$ cat config.mk
export PLATFORM = sky130hd
export DESIGN_NAME = alu_muldiv_seq
export DESIGN_NICKNAME = d
export VERILOG_FILES = /design/src/rtl/alu_muldiv_seq.sv
export SDC_FILE = /design/constraint.sdc
export NUM_CORES = 1
export LEC_CHECK = 0
export BUFFER_PORTS_ARGS = -buffer_cell sky130_fd_sc_hd__buf_2
export CORE_MARGIN = 2
export CORE_UTILIZATION = 52
export DETAILED_ROUTE_END_ITERATION = 7
export GPL_TIMING_DRIVEN = 0
export MAX_ROUTING_LAYER = met4
export PLACE_DENSITY = 0.77
export SLEW_MARGIN = 20
export SYNTH_ARGS = -nofsm -noshare
export SYNTH_HDL_FRONTEND = slang
export SYNTH_SLANG_ARGS = --single-unit
$ cat constraint.sdc
create_clock -name clk -period 2.15 [get_ports clk]
set_input_delay 0.215 -clock clk [delete_from_list [all_inputs] [get_ports clk]]
set_output_delay 0.215 -clock clk [all_outputs]
set_load 0.01 [all_outputs]
$ cat src/rtl/alu_muldiv_seq.sv
// ============================================================================
//  Module      : alu_muldiv_seq
//  Description : Multi-cycle sequencer that borrows the shared add/sub ALU to
//                run shift-add unsigned multiply (low half) and restoring
//                shift-subtract unsigned divide / remainder, one ALU pass per
//                iteration. Optional build macro ALU_MULDIV_EARLY_OUT_EN lets
//                MUL finish as soon as the remaining multiplier bits are zero.
//  Revision    : 1.0 - initial release
// ============================================================================
`default_nettype none

module alu_muldiv_seq #(
  parameter int WIDTH = 64,
  parameter int CNT_W = 6
) (
  input  logic             clk,
  input  logic             rst_n,
  input  logic             start,
  input  logic [1:0]       op,
  input  logic [WIDTH-1:0] rs1,
  input  logic [WIDTH-1:0] rs2,
  output logic             busy,
  output logic             done,
  output logic [WIDTH-1:0] result,
  output logic [WIDTH-1:0] alu_a,
  output logic [WIDTH-1:0] alu_b,
  output logic [2:0]       alu_sel,
  output logic             alu_sub,
  input  logic [WIDTH-1:0] alu_out,
  input  logic             alu_carry
);

  localparam logic [1:0] ST_IDLE = 2'd0;
  localparam logic [1:0] ST_RUN  = 2'd1;
  localparam logic [1:0] ST_DONE = 2'd2;

  localparam logic [1:0] OP_DIVU = 2'b01;
  localparam logic [1:0] OP_REMU = 2'b10;

  localparam logic [CNT_W-1:0] CNT_LAST = CNT_W'(WIDTH - 1);

  // FSM state
  logic [1:0]       state_q, state_d;

  // Latched operation and iteration counter
  logic [1:0]       op_q, op_d;
  logic [CNT_W-1:0] cnt_q, cnt_d;

  // Multiply datapath: accumulator, shifting multiplicand and multiplier
  logic [WIDTH-1:0] acc_q, acc_d;
  logic [WIDTH-1:0] mcand_q, mcand_d;
  logic [WIDTH-1:0] mplier_q, mplier_d;

  // Divide datapath: partial remainder, dividend/quotient shifter, divisor
  logic [WIDTH-1:0] rem_q, rem_d;
  logic [WIDTH-1:0] dvd_q, dvd_d;
  logic [WIDTH-1:0] divisor_q, divisor_d;

  // Registered outputs
  logic [WIDTH-1:0] result_q, result_d;
  logic             done_q, done_d;

  // Decoded helpers
  logic             is_div_q;
  logic             start_is_div;
  logic             start_div0;
  logic             last_iter;
  logic             early_out;
  logic [WIDTH-1:0] shifted;
  logic             take;

  assign is_div_q     = (op_q == OP_DIVU) || (op_q == OP_REMU);
  assign start_is_div = (op == OP_DIVU) || (op == OP_REMU);
  assign start_div0   = start_is_div && (rs2 == '0);
  assign last_iter    = (cnt_q == CNT_LAST);

  // Divide step: shift in next dividend bit, subtract divisor when it fits.
  // A set remainder MSB means the shifted value needs WIDTH+1 bits and is
  // therefore certainly >= divisor, even though the ALU sees it truncated.
  assign shifted = {rem_q[WIDTH-2:0], dvd_q[WIDTH-1]};
  assign take    = alu_carry || rem_q[WIDTH-1];

`ifdef ALU_MULDIV_EARLY_OUT_EN
  // Multiplier exhausted: accumulator is already final, stop iterating.
  assign early_out = (state_q == ST_RUN) && !is_div_q && (mplier_q == '0);
`else
  assign early_out = 1'b0;
`endif

  // FSM state register
  always_ff @(posedge clk or negedge rst_n) begin
    if (!rst_n) begin
      state_q <= ST_IDLE;
    end else begin
      state_q <= state_d;
    end
  end

  // FSM next-state logic
  always_comb begin
    state_d = state_q;
    case (state_q)
      ST_IDLE: begin
        if (start) begin
          state_d = start_div0 ? ST_DONE : ST_RUN;
        end
      end
      ST_RUN: begin
        if (early_out || last_iter) begin
          state_d = ST_DONE;
        end
      end
      ST_DONE: begin
        state_d = ST_IDLE;
      end
      default: begin
        state_d = ST_IDLE;
      end
    endcase
  end

  // FSM outputs: busy flag and ALU operand/control drive
  always_comb begin
    busy    = (state_q != ST_IDLE);
    alu_sel = 3'b000;
    alu_a   = '0;
    alu_b   = '0;
    alu_sub = 1'b0;
    if (state_q == ST_RUN) begin
      if (is_div_q) begin
        alu_a   = shifted;
        alu_b   = divisor_q;
        alu_sub = 1'b1;
      end else begin
        alu_a   = acc_q;
        alu_b   = mcand_q;
        alu_sub = 1'b0;
      end
    end
  end

  // Datapath next-state: operand capture, per-iteration update, result
  always_comb begin
    op_d      = op_q;
    cnt_d     = cnt_q;
    acc_d     = acc_q;
    mcand_d   = mcand_q;
    mplier_d  = mplier_q;
    rem_d     = rem_q;
    dvd_d     = dvd_q;
    divisor_d = divisor_q;
    result_d  = result_q;
    done_d    = 1'b0;

    case (state_q)
      ST_IDLE: begin
        if (start) begin
          op_d      = op;
          cnt_d     = '0;
          acc_d     = '0;
          mcand_d   = rs1;
          mplier_d  = rs2;
          rem_d     = '0;
          dvd_d     = rs1;
          divisor_d = rs2;
          if (start_div0) begin
            // Divide by zero: quotient all ones, remainder is the dividend
            result_d = (op == OP_DIVU) ? '1 : rs1;
            done_d   = 1'b1;
          end
        end
      end

      ST_RUN: begin
        if (!early_out) begin
          if (is_div_q) begin
            rem_d = take ? alu_out : shifted;
            dvd_d = {dvd_q[WIDTH-2:0], take};
          end else begin
            if (mplier_q[0]) begin
              acc_d = alu_out;
            end
            mcand_d  = mcand_q << 1;
            mplier_d = mplier_q >> 1;
          end
          cnt_d = cnt_q + 1'b1;
        end
        if (early_out || last_iter) begin
          // Result includes this cycle's iteration
          done_d = 1'b1;
          if (op_q == OP_DIVU) begin
            result_d = dvd_d;
          end else if (op_q == OP_REMU) begin
            result_d = rem_d;
          end else begin
            result_d = acc_d;
          end
        end
      end

      default: begin
      end
    endcase
  end

  // Datapath registers
  always_ff @(posedge clk or negedge rst_n) begin
    if (!rst_n) begin
      op_q      <= '0;
      cnt_q     <= '0;
      acc_q     <= '0;
      mcand_q   <= '0;
      mplier_q  <= '0;
      rem_q     <= '0;
      dvd_q     <= '0;
      divisor_q <= '0;
      result_q  <= '0;
      done_q    <= 1'b0;
    end else begin
      op_q      <= op_d;
      cnt_q     <= cnt_d;
      acc_q     <= acc_d;
      mcand_q   <= mcand_d;
      mplier_q  <= mplier_d;
      rem_q     <= rem_d;
      dvd_q     <= dvd_d;
      divisor_q <= divisor_d;
      result_q  <= result_d;
      done_q    <= done_d;
    end
  end

  assign result = result_q;
  assign done   = done_q;

endmodule

`default_nettype wire

==> flow_summary.json <==
{
  "grt_overflow_total": 0,
  "post-route-period-util": 1.31,
  "rsz0062_at_grt": "true",
  "drc_errors": 12,
  "crit_family": "buffers and inverters",
  "antenna_found_initial": 9,
  "routed_wl_mm": 100,
  "groute.usage.overall": 0.392,
  "fin_ws_ps": -666,
  "globalplace.congestion": 0.951,
  "start_util": 0.525,
  "synth_cell_type_count": 40,
  "synthTopCellsByArea": "dfrtp_1 (46%), mux2i_1 (15%), o21ai_0 (5.6%), nand2_1 (5.0%), mux2_2 (4.7%)",
  "ys_async_sr_fraction": 1.00,
  "critPathLaunchType": "flop",
  "crit_chain": "inv_2, ha_4, buf_8, buf_12, buf_12, buf_16, buf_12, buf_12, mux2i_2, nor2_1, buf_2",
  "reg2reg_to": "result[34]",
  "r2r_slack_ps": -250,
  "routedWlPerCell_um": 25.1,
  "worst_path_max_delay_cell": "dfrtp_1",
  "area_growth_pct": 41.4,
  "syn_area_mm2": 0.0250,
  "met3_usage": 0.0903,
  "synth.most_common_cell": "dfrtp_1",
  "cpPeakStageDelay_ps": 390,
  "ys_seq_area_frac": 0.460,
  "finalSetupViolCount": 204,
  "core_mm2": 0.0475,
  "switching_power_w": 0.0319,
  "crit_arrival_ps": 2600,
  "cp-end-kind": "output pin",
  "skew_ps": 9.44,
  "crit_type": "reg -> out",
  "die_h_um": 223,
  "clock_path_buffers": 3,
  "finalHoldViolations": 0,
  "violations": "design-rule violations, negative setup slack",
  "yosysWarnings": 0,
  "worst_pin_slew_ps": 708,
  "clockRootBuffer": "clkbuf_16",
  "slew-limit-headroom": 0.528,
  "maxSlewViolCount": 0,
  "dp_cells": 3618,
  "num_vias": 25100,
  "worst_hold_slack_ps": 14.1,
  "cp_num_cells": 11,
  "hold_path.class": "in -> reg",
  "internal-power_w": 0.0377,
  "cts.sinks": 459,
  "grtUsageMet2": 0.612,
  "synth_edf_count": 0,
  "clk_pin_slew_ps": 60,
  "synth_flop_cell": "dfrtp_1",
  "tns_ps": -77070,
  "period_minus_slack_ps": 2820,
  "met1_usage": 0.489,
  "grt_pass1_vias": 24700,
  "dp_hpwl_mm": 67.1,
  "io_buffers": 392,
  "seq_power_share": 0.220,
  "ios": 396,
  "worstPathRequired_ps": 1930,
  "comb_power_share": 0.652,
  "status": "finished with violations",
  "switching_share": 0.458,
  "drt-pass1-iter-count": 8,
  "critPathMaxFanout": 10,
  "p_per_area_mw_per_mm2": 1970,
  "ant_nets": 0,
  "crit_end": "alu_a[49]",
  "synth_top_area_frac": 0.460,
  "grt_max_degree": 98,
  "avgSynthCellArea_um2": 9.59,
  "final_cells": 3989,
  "crit_start": "op_q[0]",
  "max_cap_viol_count": 0,
  "synth.largest_area_cell": "dfrtp_1",
  "grt_pass1_wl_mm": 146,
  "numCtsBuffers": 52,
  "grt_busiest_layer": "met2",
  "total_leakage_power_nw": 17.3,
  "ys_seq_elements": 459,
  "synthCells": 2604,
  "fp.dieW_um": 223,
  "row_count": 80,
  "ir_worst_vdd_uv": 1130,
  "path_common_cell": "buf_12",
  "hold_depth": 3,
  "fin_nets": 3528,
  "clock_latency_ps": 610,
  "n_fill_cell": 3123,
  "r2r-start": "op_q[0]",
  "timing.critical_path.buf_inv": 8,
  "fmax_ghz": 0.355,
  "drive_above_1_share": 0.336,
  "htreeDepth": 2,
  "rr_worst_depth": 13,
  "vias_per_cell": 6.30,
  "cts_tree": "built",
  "drt_iter0_markers": 3141,
  "dieArea_mm2": 0.0498,
  "synth_top_cells_by_count": "dfrtp_1 (459), mux2i_1 (386), nand2_1 (336)",
  "p_clk_frac": 0.127
}
-- power groups by stage --
stage / Sequential (W) / Clock (W) / Combinational [W]
detailed placement: 0.0148 / 0 / 0.0318
global placement: 0.0146 / 0 / 0.0311
floorplan: 0.0140 / 0 / 0.0214
CTS: 0.0149 / 0.00887 / 0.0408
finish: 0.0153 / 0.00887 / 0.0454
global route: 0.0156 / 0.00924 / 0.0475
-- layer usage --
metal / vias to the layer above / wire (um)
met4: 0 / 5840
li1: 10800 / -
met1: 12200 / 37300
met2: 1708 / 45900
met5: - / 0
met3: 398 / 11200
-- logic make-up after synthesis --
logic type / after synthesis / share of synthesized area
adders and majority gates: 4 / 0.00200
xor gates and xnor gates: 1 / 0.000351
buffers and inverters: 337 / 0.0570
DFF: 459 / 0.460
and+or+nand+nor: 660 / 0.112
AOI/OAI and AO/OA: 638 / 0.161
muxes: 504 / 0.208
other: 1 / 0.000150
-- final cells by class --
cell class                      count  area, um^2  share of cell area
Clock inverter                      8        51.3             0.00145
Antenna cell                       10        25.0            0.000708
Clock buffer                       84        1620              0.0459
Timing Repair Buffer              668        5270               0.149
Tap cell                          615         769              0.0218
Buffer                            233        1950              0.0553
Multi-Input combinational cell   1810       13800               0.389
Inverter                          102         383              0.0108
Sequential cell                   459       11500               0.325
-- cells in the final DEF (no fill, tap or decap), types with 38 or more instances in the layout --
master         count
a22o_1            65
clkbuf_16         65
buf_4             57
clkbuf_1          70
clkbuf_2          44
inv_1            101
dlygate4sd3_1    199
and3_4            41
nand3_1           67
o21ai_0          253
a21oi_1           69
nor2_1           124
a222oi_1          63
dfrtp_1          457
a21oi_2           63
buf_12            38
a211oi_2          55
nand2_1          335
mux2_2            96
buf_2            388
buf_6             50
mux2i_1          328
-- stage by stage --
| step | util | power (W) | area, um^2 | setup WS, ps |
|---|---|---|---|---|
| after floorplan | - | 0.0355 | 25000 | 0.402 |
| after global placement | 0.583 | 0.0457 | 27700 | -8360 |
| after detailed placement | 0.586 | 0.0466 | 27900 | -1110 |
| after CTS | 0.721 | 0.0645 | 34300 | -626 |
| after global routing | 0.743 | 0.0724 | 35300 | -696 |
| final | 0.743 | 0.0696 | 35300 | -666 |
-- repair_timing --
action,in CTS,in global routing
endpoints found under the hold margin,593,0
pin swaps,142,106
endpoints found under the setup margin,579,537
hold buffers,199,0
buffers inserted,40,18
gates resized for setup,548,274
cloned,15,6
-- worst register-to-register path, cell delays in order, from the launching register on --
cell and delay [ps]:
dfrtp_1 390, inv_2 80, ha_4 210, buf_8 130, buf_12 120, buf_8 130
buf_6 140, buf_6 140, clkbuf_16 160, and3_4 170, a211oi_4 230, a21oi_2 60
a21oi_1 200, mux2i_1 110
-- state kept, by name, indices dropped and copies added (netlist names) --
signal	count
acc_q	64
divisor_q	64
dvd_q	64
mcand_q	64
mplier_q	64
rem_q	64
result	64
cnt_q	6
op_q	2
state_q	2
done	1
-- how the worst min path moves through the flow --
stage / start / endpoint / slack, ps
2_1_floorplan: rst_n / acc_q[0] / -80
4_1_cts: rs2[7] / mplier_q[7] / 2
3_3_place_gp: op[1] / op_q[1] / 440
5_1_grt: rs2[59] / mplier_q[59] / 30
6_report: rs2[7] / mplier_q[7] / 10
3_5_place_dp: rst_n / rem_q[44] / 70
Power figures use the tool's default switching activity.
